**config.mk**
```make
export PLATFORM = sky130hd
export DESIGN_NAME = booth_mul_seq
export DESIGN_NICKNAME = d
export VERILOG_FILES = /design/src/rtl/booth_mul_seq.sv
export SDC_FILE = /design/constraint.sdc
export NUM_CORES = 1
export LEC_CHECK = 0
export CORE_ASPECT_RATIO = 0.8
export CORE_MARGIN = 3
export CORE_UTILIZATION = 41
export CTS_CLUSTER_SIZE = 25
export DETAILED_ROUTE_END_ITERATION = 10
export PLACE_DENSITY = 0.75
export SYNTH_ARGS = -nofsm -noshare
export SYNTH_HDL_FRONTEND = slang
export SYNTH_SLANG_ARGS = --single-unit
```
**constraint.sdc**
```tcl
create_clock -name clk -period 1.3 [get_ports clk]
set_input_delay 0.195 -clock clk [delete_from_list [all_inputs] [get_ports clk]]
set_output_delay 0.195 -clock clk [all_outputs]
set_load 0.005 [all_outputs]
```
**src/rtl/booth_mul_seq.sv**
```systemverilog
// Sequential radix-2 Booth multiplier driving an external add/subtract unit.
// Optional BOOTH_ZERO_BYPASS_EN: a zero operand skips RUN and finishes in one cycle.
module booth_mul_seq #(
  parameter int WIDTH = 4
) (
  input  logic               clk,
  input  logic               rst,
  input  logic               start_i,
  input  logic [WIDTH-1:0]   mcand_i,
  input  logic [WIDTH-1:0]   mplier_i,
  output logic               ready_o,
  output logic               done_o,
  output logic [2*WIDTH-1:0] product_o,
  output logic [WIDTH-1:0]   as_a_o,
  output logic [WIDTH-1:0]   as_b_o,
  output logic               as_sub_o,
  input  logic [WIDTH-1:0]   as_sum_i,
  input  logic               as_cout_i
);
  localparam int CW = $clog2(WIDTH + 1);

  typedef enum logic [1:0] {IDLE, RUN, DONE} state_t;

  state_t             state_q, state_d;
  logic [WIDTH-1:0]   acc_q, acc_d, q_q, q_d, m_q, m_d;
  logic               qm1_q, qm1_d;
  logic [CW-1:0]      cnt_q, cnt_d;
  logic [2*WIDTH-1:0] prod_q, prod_d;

  logic               op, sub, ovf, sgn;
  logic [WIDTH-1:0]   bx, r, acc_sh, q_sh;
  logic               unused_cout;

  assign unused_cout = as_cout_i;

  // One Booth step: optional add/sub through the external unit, then arithmetic shift.
  // The sign bit is corrected for overflow so M = most-negative still shifts correctly.
  always_comb begin
    op     = q_q[0] ^ qm1_q;
    sub    = q_q[0] & ~qm1_q;
    bx     = m_q ^ {WIDTH{sub}};
    ovf    = (acc_q[WIDTH-1] == bx[WIDTH-1]) && (as_sum_i[WIDTH-1] != acc_q[WIDTH-1]);
    r      = op ? as_sum_i : acc_q;
    sgn    = op ? (as_sum_i[WIDTH-1] ^ ovf) : acc_q[WIDTH-1];
    acc_sh = {sgn, r[WIDTH-1:1]};
    q_sh   = {r[0], q_q[WIDTH-1:1]};
  end

  assign as_a_o    = acc_q;
  assign as_b_o    = m_q;
  assign as_sub_o  = sub;
  assign ready_o   = (state_q == IDLE);
  assign done_o    = (state_q == DONE);
  assign product_o = prod_q;

  always_comb begin
    state_d = state_q;
    acc_d   = acc_q;
    q_d     = q_q;
    m_d     = m_q;
    qm1_d   = qm1_q;
    cnt_d   = cnt_q;
    prod_d  = prod_q;
    unique case (state_q)
      IDLE: begin
        if (start_i) begin
          acc_d   = '0;
          q_d     = mplier_i;
          m_d     = mcand_i;
          qm1_d   = 1'b0;
          cnt_d   = CW'(WIDTH);
          state_d = RUN;
`ifdef BOOTH_ZERO_BYPASS_EN
          if (mcand_i == '0 || mplier_i == '0) begin
            prod_d  = '0;
            state_d = DONE;
          end
`endif
        end
      end
      RUN: begin
        acc_d = acc_sh;
        q_d   = q_sh;
        qm1_d = q_q[0];
        cnt_d = cnt_q - 1'b1;
        if (cnt_q == CW'(1)) begin
          prod_d  = {acc_sh, q_sh};
          state_d = DONE;
        end
      end
      DONE:    state_d = IDLE;
      default: state_d = IDLE;
    endcase
  end

  always_ff @(posedge clk or posedge rst) begin
    if (rst) begin
      state_q <= IDLE;
      acc_q   <= '0;
      q_q     <= '0;
      m_q     <= '0;
      qm1_q   <= 1'b0;
      cnt_q   <= '0;
      prod_q  <= '0;
    end else begin
      state_q <= state_d;
      acc_q   <= acc_d;
      q_q     <= q_d;
      m_q     <= m_d;
      qm1_q   <= qm1_d;
      cnt_q   <= cnt_d;
      prod_q  <= prod_d;
    end
  end
endmodule
```
## Word level (Yosys, flattened, before mapping)

Cells that the tools add are included.

- Bits in registers: 26
- Input port bits: 16
- Output and inout bits: 19

- Add/subtract/negate cells: 1
- Equal/unequal tests: 7
- Mux-type cells: 13
- Bitwise operators: 5
- Reductions and logical operators: 7

Operator list:

| operator | count |
|---|---|
| one-hot mux 4 bit (2 select lines) | 2 |
| two-way mux 4 bit | 3 |
| AND reduction 2 bit | 4 |
| one-hot mux 3 bit (2 select lines) | 1 |
| two-way mux 2 bit | 2 |
| inequality test 2 bit, second input constant | 2 |
| one-hot mux 2 bit (2 select lines) | 1 |
| bitwise XOR 4 bit | 1 |
| equality test 3 x 1 -> 1 bit, second input constant | 1 |
| two-way mux 3 bit | 1 |
| subtractor 3 x 1 -> 3 bit, second input constant | 1 |
| equality test 2 x 1 -> 1 bit, second input constant | 1 |
| equality test 2 bit, second input constant | 1 |
| zero test 2 bit | 1 |
| two-way mux 1 bit | 2 |
| one-hot mux 1 bit (2 select lines) | 1 |
| nonzero test 2 bit | 1 |
| bitwise XOR 1 bit | 2 |
| AND 1 bit | 1 |
| equality test 1 bit | 1 |
| logical AND 1 bit | 1 |
| inequality test 1 bit | 1 |
| NOT 1 bit | 1 |

## Logic depth before layout (Yosys ltp)

- Depth in word-level cells: 8
- Mapped depth: 6

## Least setup slack after synthesis

No wires, ideal clock.

- Path type: flip-flop to flip-flop
- Start: register state_q[1]
- End: register m_q[0] (netlist: as_b_o[0])
- Library setup time: 125 ps
- Arrival time: 1279 ps
- Data required time: 1175 ps
- Slack: -104 ps
- Stages on the path, launching flop included: 5
- Buffers on the path: 2
- Clock period less this slack: 1404 ps
- Path through: dfrtp_1 -> buf_6 -> or3b_4 -> buf_6 -> mux2_4

- Word-level cells in the longest chain between the ends: 2

Ends and longest elaborated chain:

| what | RTL line | text |
|---|---|---|
| from (decl) | 24 | `state_t state_q, state_d;` |
| from (signal assigned) | 106 | `state_q <= state_d;` |
| zero test 2 bit | 64 | `unique case (state_q)` |
| AND reduction 2 bit (no line) | n/a |  |
| to (signal assigned) | 109 | `m_q <= m_d;` |
| to (decl) | 25 | `logic [WIDTH-1:0] acc_q, acc_d, q_q, q_d, m_q, m_d;` |

Every way passes these cells.
A chain may end at the register's enable or synchronous reset.

## Worst setup path in the final report

Same ends and word-level chain as after synthesis.

==> results.md <==
* Site Rows at 16
* Half-perimeter wire length after placement at between 2000 and 2500 um
* Xor and xnor fraction of the mapped netlist area at 0.738%
* GPL Wtd Cong at between 0.7 and 0.8
* Starting Density at 45.6%
* Final worst slack at -0.160 ns
* Status: complete, but fails checks
* Tcrit/Tclk final at 112%
* Clock insertion delay at the later pin of the skew report at between 0.3 and 0.4 ns
* Number of design-rule violations left by the first detailed-router iteration at 49
* Final Critical Period at 1.46 ns
* Final setup violation count at 21
* DRC violations left at 0
* Number of standard cells after synthesis at 108
* Die boundary width at 66.2 um
* Compound-gate portion of the synthesized area at 11.9%
* Maximum resistive drop on vdd at 1.53 mV
* Reported leakage power at 0.951 nW
* Final clock skew at about 0.025 ns
* Detailed-routing iteration count for the pre-antenna-repair pass at 4
* Arrival time reported for the critical path endpoint at 1.68 ns
* Hold crit path type: input pin to async pin
* Average routed wire per standard cell at 17.4 um
* Layout area overhead at 68.1%
* Placed Instance Area at between 1500 and 2000 um^2
* Combinational family with the most area after synthesis: simple AND/OR/NAND/NOR gates
* Transition time at the pin with the least slew margin at approximately 0.37 ns
* # placed instances at approximately 190
* Clock buffer count from CTS at 3
* Number of global-route vias before repair at about 1100
* Netlist area before placement at 1190 um^2
* Total of warnings raised by yosys at 0
* Number of hold-slack violations in the final timing report at 0
* Number of standard cells in the final layout excluding fillers at roughly 210
* Largest fanout of any net on the critical path at 8
* Aggregate routed wire length at 3730 um
* Clock Tree Root: clkbuf_4
* Height of the die at about 54 um
* Largest net degree at the start of global routing at 27
* Detail-routed via count per cell at 5.31
* Top-Level Pins at 35
* Element type at the critical path start: flop
* Worst R2R Setup Slack at -0.16 ns
* Most common cell after layout, fill and taps aside: buf_4
* Total die area at between 3000 and 4000 um^2
* GR Overflow Total at 0
* Global-route wire length before repair at 5190 um
* WP data required at approximately 1.5 ns
* Post-route antenna net violation count at 0
* Setup tns final at -1.64 ns
* Mux cell area share after synthesis at roughly a tenth
* Mean area per synthesized cell at roughly 11 um^2
* # H-tree levels at 1
* Slowest-stage cell, CP: dfrtp_2
* Number of nets in the layout at 198
* Share of synthesized cell area in full adder, half adder and majority cells at 3.16%
* Synth Area in Simple Gates at around 14%
* Violations in the final reports: setup timing
* Clock input transition at the sequential cells of the worst setup and hold paths at 0.16 ns
* All-layer global routing usage at ~20%
* Setup repair after global routing missed its margin: true
* Buffers added on ports at 33
* Diodes inserted at 0
* TritonCTS clock tree: built
* Distinct cells, synth at 26
* Number of antenna violations at the first check in global routing at 0
* Highest-count cells in the layout ignoring fill and taps: 33 x buf_4, 25 x dfrtp_1, 16 x dlygate4sd2_1, 14 x clkdlybuf4s50_1
* Crit end category: flop
* Type of the worst setup path: flop to flop
* Number of vias after detailed routing at approximately 1100
* Count of filler cells inserted in the layout at 172
* Num Clock Sinks at 26
* Peak per-stage delay on the critical path at between 0.4 and 0.5 ns
* Area inside the core boundary at 2600 um^2
* Power density over the cells at 2490 nW/um^2
* Maximum root-to-sink buffer count at 2
* Synthesized net count at 127
* Worst hold-check slack at around 0.19 ns
* Total Power Consumption at 0.00497 W
* Number of synthesized register bits at 26
* Final Instance Area at around 2000 um^2
* Max-Slew Margin vs Limit at ~75%
* Max-cap viol count at 0
* Pins over their slew limit at 0
* Cell chain of the critical path: buf_6 -> or3b_4 -> mux2_4
* Share of layout cells above drive strength 1 at 47.2%
* Highest Clock Rate at 0.685 GHz
* Proportion of synthesized chip area in sequential cells at 54.8%
## layer usage
metal	wire [um]	part of all wire (%)	GRT usage, %
met1	1440	39	23.1
met3	248	6.7	5.22
met4	100	2.7	6.08
met2	1940	52	35.3
met5	0	0	0
## worst paths after layout
kind	startpoint	to	depth (start not counted)
min reg2reg	product_o[0]	product_o[0]	1
min in group clk	mcand_i[0]	as_b_o[0]	2
max in group asynchronous	rst	as_a_o[2]	3
max	state_q[1]	as_b_o[0]	3
min	rst	as_b_o[3]	3
max reg2reg	state_q[1]	as_b_o[0]	3
## critical path, delay by kind of cell, from the launching register on
| family | cells | cell delay [ns] |
|---|---|---|
| buffers and inverters | 1 | 0.13 |
| muxes | 1 | 0.31 |
| and+or+nand+nor | 1 | 0.44 |
| DFF | 1 | 0.44 |
## synthesized netlist by cell type
master | count | area share (%)
buf_6 | 2 | 1.9
and4bb_2 | 1 | 1.1
a222oi_1 | 1 | 0.84
buf_2 | 2 | 0.84
and3_1 | 1 | 0.53
xor2_1 | 1 | 0.74
ha_1 | 3 | 3.2
mux2i_1 | 3 | 2.5
and2b_1 | 1 | 0.63
mux2_4 | 2 | 2.5
o21bai_1 | 1 | 0.63
o22ai_1 | 1 | 0.53
or3b_4 | 1 | 0.95
nor2_1 | 6 | 1.9
nand3_1 | 6 | 2.5
and3b_1 | 3 | 2.2
inv_1 | 6 | 1.9
o21ai_0 | 13 | 5.5
mux2_2 | 5 | 4.7
a21oi_1 | 9 | 3.8
o21a_1 | 1 | 0.63
clkbuf_1 | 2 | 0.63
nor2b_1 | 4 | 2.1
nand2_1 | 6 | 1.9
dfrtp_1 | 26 | 55
nand2b_1 | 1 | 0.53
## metrics by stage
stage | utilization (%) | setup WS [ns]
2_1_floorplan | - | -0.104
3_3_place_gp | 62.5 | -0.286
3_5_place_dp | 62.5 | -0.305
4_1_cts | 71.7 | -0.148
5_1_grt | 76.7 | -0.231
6_report | 76.7 | -0.160
## kinds of logic after synthesis
family / count (synthesis)
AO/OA/AOI/OAI: 26
AND/OR/NAND/NOR: 30
buffers and inverters: 12
XOR/XNOR: 1
flip-flops: 26
multiplexers: 10
adder cells (fa/ha/maj): 3
## flip-flops by register name, summed over array words and instances, names as in the netlist
name	flops
state_q	2
as_a_o	4
as_b_o	4
product_o	8
q_q	4
cnt_q	3
qm1_q	1
## cell type report
cell class | count | area, um^2 | area share, %
inverters | 6 | 22.5 | 1.13
clock inverters | 1 | 30.0 | 1.50
clock buffers | 3 | 22.5 | 1.13
multi-input cells | 71 | 624 | 31.3
flip-flops and latches | 26 | 652 | 32.7
well taps | 36 | 45.0 | 2.26
repair buffers | 71 | 599 | 30.0
## power by group
group	switching (W)	internal, W
clock network	0.000258	0.000312
registers	0.000255	0.00120
logic	0.00130	0.00165
## what timing repair did
action,4_1_cts,5_1_grt
endpoints found under the hold margin,0,0
hold buffers,0,0
cloned,2,0
gates resized for setup,52,29
endpoints found under the setup margin,38,25
pin swaps,5,14
buffers inserted,19,5
Note: power is estimated with default switching activity, not from simulation.
